$ cat src/rtl/output_row_packer_if.sv
// Pixel-result stream from the convolution core into the row packer:
// majority sign bit with its column index and destination row address.
interface output_row_packer_if #(
  parameter int COL_W  = 4,
  parameter int ADDR_W = 12
) ();
  logic              bit_valid;
  logic              bit_data;
  logic [COL_W-1:0]  bit_col;
  logic [ADDR_W-1:0] bit_waddr;

  modport master (output bit_valid, output bit_data, output bit_col, output bit_waddr);
  modport slave  (input  bit_valid, input  bit_data, input  bit_col, input  bit_waddr);
endinterface

$ cat src/rtl/output_row_packer.sv
// Packs per-pixel sign bits into output row words, writes each completed row to
// the output SRAM, and on end request flushes a partial row plus an end marker.
module output_row_packer #(
  parameter int              DATA_W     = 16,
  parameter int              ADDR_W     = 12,
  parameter int              COL_W      = 4,
  parameter logic [DATA_W-1:0] END_MARKER = 16'h00FF
) (
  input  logic              clk,
  input  logic              reset_b,
  input  logic              start,
  input  logic [COL_W-1:0]  last_col,
  output_row_packer_if.slave bit_if,
  input  logic              end_req,
  input  logic [ADDR_W-1:0] end_addr,
  output logic              dut_sram_write_enable,
  output logic [ADDR_W-1:0] dut_sram_write_address,
  output logic [DATA_W-1:0] dut_sram_write_data,
  output logic              packer_busy,
  output logic              pack_done,
  output logic              col_err,
  output logic [ADDR_W-1:0] rows_written
);

  typedef enum logic [2:0] {IDLE, ACCUM, FLUSH, TERM, DONE} state_t;

  state_t            state, state_d;
  logic [COL_W-1:0]  last_col_q;
  logic [DATA_W-1:0] row_buf;
  logic [ADDR_W-1:0] row_addr;
  logic              pending;
  logic [ADDR_W-1:0] end_addr_q;

  logic              bit_ok, bit_last, bit_bad, pend_after;
  logic [DATA_W-1:0] merged;
  logic              we_d, done_d, busy_d;
  logic [ADDR_W-1:0] waddr_d;
  logic [DATA_W-1:0] wdata_d;

  localparam logic [ADDR_W-1:0] ONE = {{(ADDR_W-1){1'b0}}, 1'b1};

  function automatic logic [DATA_W-1:0] row_mask(input logic [COL_W-1:0] lc);
    logic [DATA_W-1:0] m;
    for (int i = 0; i < DATA_W; i++) m[i] = (i <= int'(lc));
    return m;
  endfunction

  function automatic logic [DATA_W-1:0] put_bit(input logic [DATA_W-1:0] row,
                                                input logic [COL_W-1:0] col,
                                                input logic b);
    logic [DATA_W-1:0] r;
    r      = row;
    r[col] = b;
    return r;
  endfunction

  // Stage p0: classify the incoming pixel against the sampled row length
  always_comb begin
    bit_ok     = (state == ACCUM) && bit_if.bit_valid && (bit_if.bit_col <= last_col_q);
    bit_bad    = (state == ACCUM) && bit_if.bit_valid && (bit_if.bit_col > last_col_q);
    bit_last   = bit_ok && (bit_if.bit_col == last_col_q);
    merged     = put_bit(row_buf, bit_if.bit_col, bit_if.bit_data);
    pend_after = bit_ok ? !bit_last : pending;
  end

  always_ff @(posedge clk or negedge reset_b) begin
    if (!reset_b) state <= IDLE;
    else          state <= state_d;
  end

  always_comb begin
    state_d = state;
    case (state)
      IDLE:    if (start) state_d = ACCUM;
      ACCUM:   if (end_req) state_d = pend_after ? FLUSH : TERM;
      FLUSH:   state_d = TERM;
      TERM:    state_d = DONE;
      DONE:    state_d = IDLE;
      default: state_d = IDLE;
    endcase
  end

  // Next values for the registered outputs; address/data hold unless a write is issued
  always_comb begin
    we_d    = 1'b0;
    waddr_d = dut_sram_write_address;
    wdata_d = dut_sram_write_data;
    done_d  = 1'b0;
    busy_d  = packer_busy;
    case (state)
      IDLE: if (start) busy_d = 1'b1;
      ACCUM: begin
        if (bit_last) begin
          we_d    = 1'b1;
          waddr_d = bit_if.bit_waddr;
          wdata_d = merged & row_mask(last_col_q);
        end
      end
      FLUSH: begin
        we_d    = 1'b1;
        waddr_d = row_addr;
        wdata_d = row_buf & row_mask(last_col_q);
      end
      TERM: begin
        we_d    = 1'b1;
        waddr_d = end_addr_q;
        wdata_d = END_MARKER;
      end
      DONE: begin
        done_d = 1'b1;
        busy_d = 1'b0;
      end
      default: ;
    endcase
  end

  // Stage p1: row buffer, bookkeeping and registered SRAM write port
  always_ff @(posedge clk or negedge reset_b) begin
    if (!reset_b) begin
      last_col_q             <= '0;
      row_buf                <= '0;
      row_addr               <= '0;
      pending                <= 1'b0;
      end_addr_q             <= '0;
      col_err                <= 1'b0;
      rows_written           <= '0;
      dut_sram_write_enable  <= 1'b0;
      dut_sram_write_address <= '0;
      dut_sram_write_data    <= '0;
      packer_busy            <= 1'b0;
      pack_done              <= 1'b0;
    end else begin
      dut_sram_write_enable  <= we_d;
      dut_sram_write_address <= waddr_d;
      dut_sram_write_data    <= wdata_d;
      packer_busy            <= busy_d;
      pack_done              <= done_d;
      case (state)
        IDLE: begin
          if (start) begin
            last_col_q   <= last_col;
            row_buf      <= '0;
            pending      <= 1'b0;
            col_err      <= 1'b0;
            rows_written <= '0;
          end
        end
        ACCUM: begin
          if (bit_bad) col_err <= 1'b1;
          if (bit_ok) begin
            row_addr <= bit_if.bit_waddr;
            if (bit_last) begin
              row_buf      <= '0;
              pending      <= 1'b0;
              rows_written <= rows_written + ONE;
            end else begin
              row_buf <= merged;
              pending <= 1'b1;
            end
          end
          if (end_req) end_addr_q <= end_addr;
        end
        FLUSH: begin
          row_buf      <= '0;
          pending      <= 1'b0;
          rows_written <= rows_written + ONE;
        end
        default: ;
      endcase
    end
  end

endmodule

$ cat src/flat_wrapper.sv
// flat-port wrapper written by rule: the top's interface ports become plain ports
module output_row_packer_flat 
#(
  parameter int              DATA_W     = 16,
  parameter int              ADDR_W     = 12,
  parameter int              COL_W      = 4,
  parameter logic [DATA_W-1:0] END_MARKER = 16'h00FF
)
  (clk, reset_b, start, last_col, end_req, end_addr, dut_sram_write_enable, dut_sram_write_address, dut_sram_write_data, packer_busy, pack_done, col_err, rows_written, bit_if_bit_valid, bit_if_bit_data, bit_if_bit_col, bit_if_bit_waddr);
  output_row_packer_if #(.COL_W(COL_W), .ADDR_W(ADDR_W)) bit_if_i ();
  input  logic clk;
  input  logic reset_b;
  input  logic start;
  input  logic [COL_W-1:0] last_col;
  input  logic end_req;
  input  logic [ADDR_W-1:0] end_addr;
  output logic dut_sram_write_enable;
  output logic [ADDR_W-1:0] dut_sram_write_address;
  output logic [DATA_W-1:0] dut_sram_write_data;
  output logic packer_busy;
  output logic pack_done;
  output logic col_err;
  output logic [ADDR_W-1:0] rows_written;
  input wire logic [$bits(bit_if_i.bit_valid)-1:0] bit_if_bit_valid;
  input wire logic [$bits(bit_if_i.bit_data)-1:0] bit_if_bit_data;
  input wire logic [$bits(bit_if_i.bit_col)-1:0] bit_if_bit_col;
  input wire logic [$bits(bit_if_i.bit_waddr)-1:0] bit_if_bit_waddr;
  assign bit_if_i.bit_valid = bit_if_bit_valid;
  assign bit_if_i.bit_data = bit_if_bit_data;
  assign bit_if_i.bit_col = bit_if_bit_col;
  assign bit_if_i.bit_waddr = bit_if_bit_waddr;
  output_row_packer #(.DATA_W(DATA_W), .ADDR_W(ADDR_W), .COL_W(COL_W), .END_MARKER(END_MARKER)) u_core (.clk(clk), .reset_b(reset_b), .start(start), .last_col(last_col), .bit_if(bit_if_i), .end_req(end_req), .end_addr(end_addr), .dut_sram_write_enable(dut_sram_write_enable), .dut_sram_write_address(dut_sram_write_address), .dut_sram_write_data(dut_sram_write_data), .packer_busy(packer_busy), .pack_done(pack_done), .col_err(col_err), .rows_written(rows_written));
endmodule
$ cat config.mk
export PLATFORM = sky130hd
export DESIGN_NAME = output_row_packer_flat
export DESIGN_NICKNAME = d
export VERILOG_FILES = /design/src/rtl/output_row_packer_if.sv /design/src/rtl/output_row_packer.sv /design/src/flat_wrapper.sv
export SDC_FILE = /design/constraint.sdc
export NUM_CORES = 1
export LEC_CHECK = 0
export CORE_ASPECT_RATIO = 1.4
export CORE_MARGIN = 2
export CORE_UTILIZATION = 32
export DETAILED_ROUTE_END_ITERATION = 6
export DONT_BUFFER_PORTS = 1
export PLACE_DENSITY = 0.48
export SLEW_MARGIN = 25
export SYNTH_ARGS = -nofsm -noshare
export SYNTH_HDL_FRONTEND = slang
export SYNTH_SLANG_ARGS = --single-unit
$ cat constraint.sdc
create_clock -name clk -period 2.6 [get_ports clk]
set_input_delay 0.52 -clock clk [delete_from_list [all_inputs] [get_ports clk]]
set_output_delay 0.52 -clock clk [all_outputs]
set_load 0.005 [all_outputs]
; ---- After elaboration in Yosys (flattened, before gate mapping)
; Cells that the tools add are included.
[op_classes]
add_sub_neg = 1
n_lt_le_gt_ge = 19
n_eq_ne = 10
muxes = 31
bitwise = 2
n_reduce_logical = 21
[op_table]
columns = op, count
row1 = one-hot mux 16 bit (3 select lines), 2
row2 = one-hot mux 12 bit (3 select lines), 2
row3 = two-way mux 16 bit, 4
row4 = two-way mux 12 bit, 4
row5 = bitwise AND 16 bit, 2
row6 = "<= comparator 4 bit, first input constant", 8
row7 = bitwise mux 16 bit, 1
row8 = "<= comparator 3 x 4 -> 1 bit, first input constant", 4
row9 = "adder 12 x 1 -> 12 bit, second input constant", 1
row10 = one-hot mux 3 bit (4 select lines), 1
row11 = AND reduction 2 bit, 6
row12 = two-way mux 1 bit, 10
row13 = "<= comparator 2 x 4 -> 1 bit, first input constant", 2
row14 = "equality test 3 x 2 -> 1 bit, second input constant", 2
row15 = two-way mux 3 bit, 2
row16 = "inequality test 2 x 1 -> 1 bit, second input constant", 3
row17 = one-hot mux 1 bit (2 select lines), 3
row18 = AND reduction 3 bit, 2
row19 = nonzero test 3 bit, 2
row20 = logical AND 1 bit, 5
row21 = "< comparator 4 x 5 -> 1 bit, second input constant", 1
row22 = demux 1 bit (select 4 bit), 1
row23 = equality test 4 bit, 1
row24 = ">= comparator 4 x 1 -> 1 bit, second input constant", 1
row25 = 12 further kinds, 14
[totals]
regBits = 92
in_bits = 38
output_inout_bits = 44
word_cells = 97

; ---- Depth between registers and ports, before layout
[depth]
word_depth = 9
depth_mapped = 9
depth_no_buf = 7

; ---- Worst setup path after synthesis
; OpenSTA, ideal clock, no wires.
[synth_timing]
path_type = flip-flop to flip-flop
startpoint = register u_core.last_col_q[1]
endpoint = register u_core.row_addr[10]
setup_ns = 0.127
arrival_time_ns = 2.138
t_required_ns = 2.473
slack_ns = 0.334
path_stages_with_launch = 10
path_buffers = 2
path_cell_list = dfrtp_1 clkbuf_1 inv_1 ha_1 nor2b_1 o211ai_2 nand2_1 a21oi_2 buf_6 mux2_1
[synth_between]
elab_chain_len = 3
[synth_lines]
columns = element, line
row1 = start: declaration, output_row_packer.sv:28  ; logic [COL_W-1:0] last_col_q;
row2 = start signal: assignment, output_row_packer.sv:141  ; last_col_q <= last_col;
row3 = <= comparator 4 bit, output_row_packer.sv:59  ; bit_ok = (state == ACCUM) && bit_if.bit_valid && (bit_if.bit_col <= last_col_q);
row4 = logical AND 1 bit, output_row_packer.sv:59
row5 = AND reduction 2 bit (no line), n/a
row6 = end signal: assignment, output_row_packer.sv:151  ; row_addr <= bit_if.bit_waddr;
row7 = end: declaration, output_row_packer.sv:30  ; logic [ADDR_W-1:0] row_addr;
; Every way passes these cells.
; A chain may end at the register's enable or synchronous reset.

; ---- Worst setup path after layout
[layout_timing]
startpoint = register u_core.last_col_q[2]
endpoint = register u_core.rows_written[2]
[layout_between]
elab_chain_len = 5
word_cells_on_any_way = 7
cone_classes = 1 x order compare / 3 x eq/ne / 3 x reduce/logical
[layout_lines]
columns = element, line
row1 = <= comparator 4 bit, output_row_packer.sv:59
row2 = logical AND 1 bit, output_row_packer.sv:59
row3 = logical AND 1 bit, output_row_packer.sv:61  ; bit_last = bit_ok && (bit_if.bit_col == last_col_q);
row4 = inequality test 2 x 1 -> 1 bit (no line), n/a
row5 = AND reduction 4 bit (no line) *, n/a
row6 = end signal: assignment, output_row_packer.sv:155  ; rows_written <= rows_written + ONE;
row7 = end signal: assignment, output_row_packer.sv:166  ; rows_written <= rows_written + ONE;
row8 = end: declaration, output_row_packer.sv:22  ; output logic [ADDR_W-1:0] rows_written
; Every way passes the cells marked *; elsewhere a longest branch is shown, timed or not.

==> results.md <==
- Outcome: finished, violations left
- Failing checks: hold timing
- Clk buf depth: 2
- Worst setup margin: approximately 0.24 ns
- Fin area: 5343 sq um
- Syn Area/Cell: 10.12 sq um
- Worst-path cell chain: inv_1, ha_1, nand4_1, o21ai_0, nand2_1, o21ai_0, o21ai_0
- WP buf/inv: 1
- Commonest non-fill, non-tap cells in the layout: 92 x dfrtp_1, 57 x nand2_1, 37 x o21ai_0, 34 x nor2_1, 25 x inv_1
- DP HPWL: roughly 8800 microns
- Crit path top cell by count: o21ai_0
- Main synth FF type: dfrtp_1
- RSZ-0062 raised after global routing: no
- Layout Skew: 0.009599 ns
- Max Clk Rate: between 0.4 and 0.5 GHz
- Switching share of total power: 0.3807
- YS warnings: 0
- Placed cell area: ~5000 sq um
- CP max-delay cell: dfrtp_1
- CP endpoint kind: flip-flop
- WS Path Type: flip-flop to flip-flop
- Total gr overflow: 0
- FF-to-FF setup slack: ~0.24 ns
- Finished Layout Cells: just under 700
- DRC: 0
- WHS: -0.1274 ns
- Final wirelength: roughly 13000 microns
- Worst skew pair latency: approximately 0.34 ns
- EDFF count, synth: 0
- Die area: 16260 sq um
- Initial drt markers: 172
- CP Launch Type: flip-flop
- Initial antenna violation count: 0
- Input/output buffers: 0
- Final Total Pwr: ~5.9 mW
- P_leak: roughly 2.1 nW
- Clock slew seen by the registers of the worst setup and hold paths: 0.07 ns
- Max VDD drop: 0.4126 mV
- Final Util: 0.3565
- Area Growth Syn to Fin: 9.515%
- Worst-margin pin slew: about 0.61 ns
- #FFs+latches synth: 92
- Clock Power Share: 0.246
- First-pass GRT wire length: 20440 microns
- Pin count of the biggest net entering global routing: 93
- Routed wire length per instance: approximately 19 microns
- CP max stage delay: around 0.49 ns
- Max-slew violation count: 0
- Syn Inst Count: slightly below 500
- Layout cell share with drive strength beyond 1: 0.1538
- Root buf cell: clkbuf_16
- Die Ht: around 150 microns
- Initial Utilization: 0.3255
- Internal Power: 3.640 mW
- Num Clock Sinks: between 90 and 100
- Final hold vios: 92
- Area of the mapped netlist: approximately 4900 sq um
- Tcrit/Tclk final: 0.9089
- Reg2reg end: u_core.rows_written[2]
- Vias in the first global route: about 3.8k
- Critical-path maximum fanout: 14
- CTS H-Tree Depth: 3
- PwrDens: between 1000 and 1500 nW/um^2
- CP delay by family, top: compound AO/OA/AOI/OAI gates
- TritonCTS clock tree: built
- P_sw: 2.238 mW
- GRT Total Usage: 0.1622
- Max_cap viols: 0
- Asr flop ratio synth: 1.000
- Setup TNS: 0 ns
- WP data arrival: ~2.6 ns
- Drt pass-1 iters: 5
- Tightest Hold Check Type: input pin to asynchronous set/reset pin
- I/O pin count: 82
- Seq pwr share: 0.386
- Sequential fraction of the synthesis area: 0.4719
- Number of diodes: 0
- Core area: 14990 sq um
- Final setup vio count: 0
- Inserted Clock Buffers: 9
- Via count: 3625
- Antenna Nets Post-Route: 0
- Gate power share: 0.368
- CP required: between 2 and 3 ns
- Fill cell total of the finished layout: around 1.6k
- Distinct cells, synth: 62
- Gpl congestion: 0.8525
- Slew Limit Headroom: 0.5905
- Reg2Reg Depth: 7
- DR vias/cell: approximately 5.4
- Placed instance count: 657
- Min cycle time layout: 2.363 ns
- Pre-CTS setup slack: around 0.27 ns
- Commonest non-fill, non-tap cell in the layout: dfrtp_1
- Die width: approximately 110 microns
- Worst r2r src: u_core.last_col_q[2]
- # rows: 53
- Nets: 519
- Syn Nets: roughly 530
worst reg2reg max path, cell delays in order (launching register included):
cell and delay [ns]:
dfrtp_1 0.49, inv_1 0.15, ha_1 0.36, nand4_1 0.27, o21ai_0 0.24, nand2_1 0.32
o21ai_0 0.29, o21ai_0 0.11
synthesized netlist by cell type, types with 2 or more instances:
library cell	n	area [sq um]
o21ai_0	37	185.2
nor2_2	3	18.77
o22ai_2	2	25.02
a221oi_1	4	35.03
mux2i_1	18	180.2
o21bai_1	2	15.01
mux2_2	13	146.4
nand2_1	57	214.0
inv_1	25	93.84
o221ai_1	6	52.55
o21ai_1	2	10.01
nor2_1	34	127.6
o31ai_1	10	75.07
nor3_1	8	40.04
buf_6	7	78.83
nand4_1	7	43.79
a32oi_1	2	17.52
dfrtp_1	92	2302
ha_1	5	62.56
buf_8	2	30.03
o221ai_2	8	120.1
a21oi_1	22	110.1
mux2_1	12	135.1
o41ai_2	3	48.80
nor2b_1	10	62.56
buf_4	4	30.03
o22a_1	7	61.31
nand2b_1	8	50.05
o41ai_1	2	17.52
and2_1	2	12.51
a31oi_1	4	25.02
a21oi_2	2	17.52
buf_2	8	40.04
nand3_1	18	90.09
clkbuf_1	9	33.78
cell type report:
class / count / area [sq um] / area share
clock inverters: 5 / 83.83 / 0.01569
repair buffers: 14 / 105.1 / 0.01967
inverters: 26 / 97.59 / 0.01827
well taps: 192 / 240.2 / 0.04496
multi-input cells: 333 / 2271 / 0.4251
flip-flops and latches: 92 / 2302 / 0.4309
clock buffers: 11 / 242.7 / 0.04543
timing repair:
item | in CTS | in global routing
gates resized for setup | 0 | 0
hold endpoints to repair | 92 | 92
setup buffers | 0 | 0
layer usage:
metal  GRT usage  vias to the layer above  part of all wire
li1            -                     1716                 -
met1      0.1964                     1792              0.42
met2      0.2767                      101              0.50
met3     0.04459                       16             0.063
met4     0.05449                        0             0.019
met5           0                        -                 0
power by group through the flow:
stage | Sequential, mW | Clock [mW] | Combinational [mW]
6_report | 2.27 | 1.45 | 2.16
5_1_grt | 2.34 | 1.55 | 2.40
4_1_cts | 2.28 | 1.49 | 2.18
3_5_place_dp | 2.30 | 0 | 2.18
3_3_place_gp | 2.30 | 0 | 2.12
2_1_floorplan | 2.14 | 0 | 1.77
cells by family after synthesis:
logic type / count (synthesis) / share of synthesized area
multiplexers: 43 / 0.09464
buffers and inverters: 57 / 0.06438
AND/OR/NAND/NOR: 161 / 0.1659
flip-flops: 92 / 0.4719
adder cells (fa/ha/maj): 5 / 0.01282
AO/OA/AOI/OAI: 124 / 0.1903
state kept, by name, indices dropped and copies added, names as in the netlist:
register / cells
u_core.pending: 1
u_core.end_addr_q: 12
u_core.row_buf: 16
u_core.last_col_q: 4
u_core.dut_sram_write_address: 12
u_core.state: 3
u_core.row_addr: 12
u_core.dut_sram_write_enable: 1
u_core.packer_busy: 1
u_core.dut_sram_write_data: 16
u_core.col_err: 1
u_core.pack_done: 1
u_core.rows_written: 12
worst max path at each step:
stage	from	to	slack [ns]	cells past startpoint
finish	u_core.last_col_q[2]	u_core.rows_written[2]	0.24	7
global route	u_core.last_col_q[2]	u_core.rows_written[2]	0.05	7
CTS	u_core.last_col_q[3]	u_core.row_addr[1]	0.27	7
detailed placement	u_core.last_col_q[3]	u_core.row_addr[4]	0.27	7
global placement	u_core.last_col_q[3]	u_core.row_addr[1]	0.33	7
floorplan	u_core.last_col_q[1]	u_core.row_addr[10]	0.33	9
Note: power is estimated with default switching activity, not from simulation.
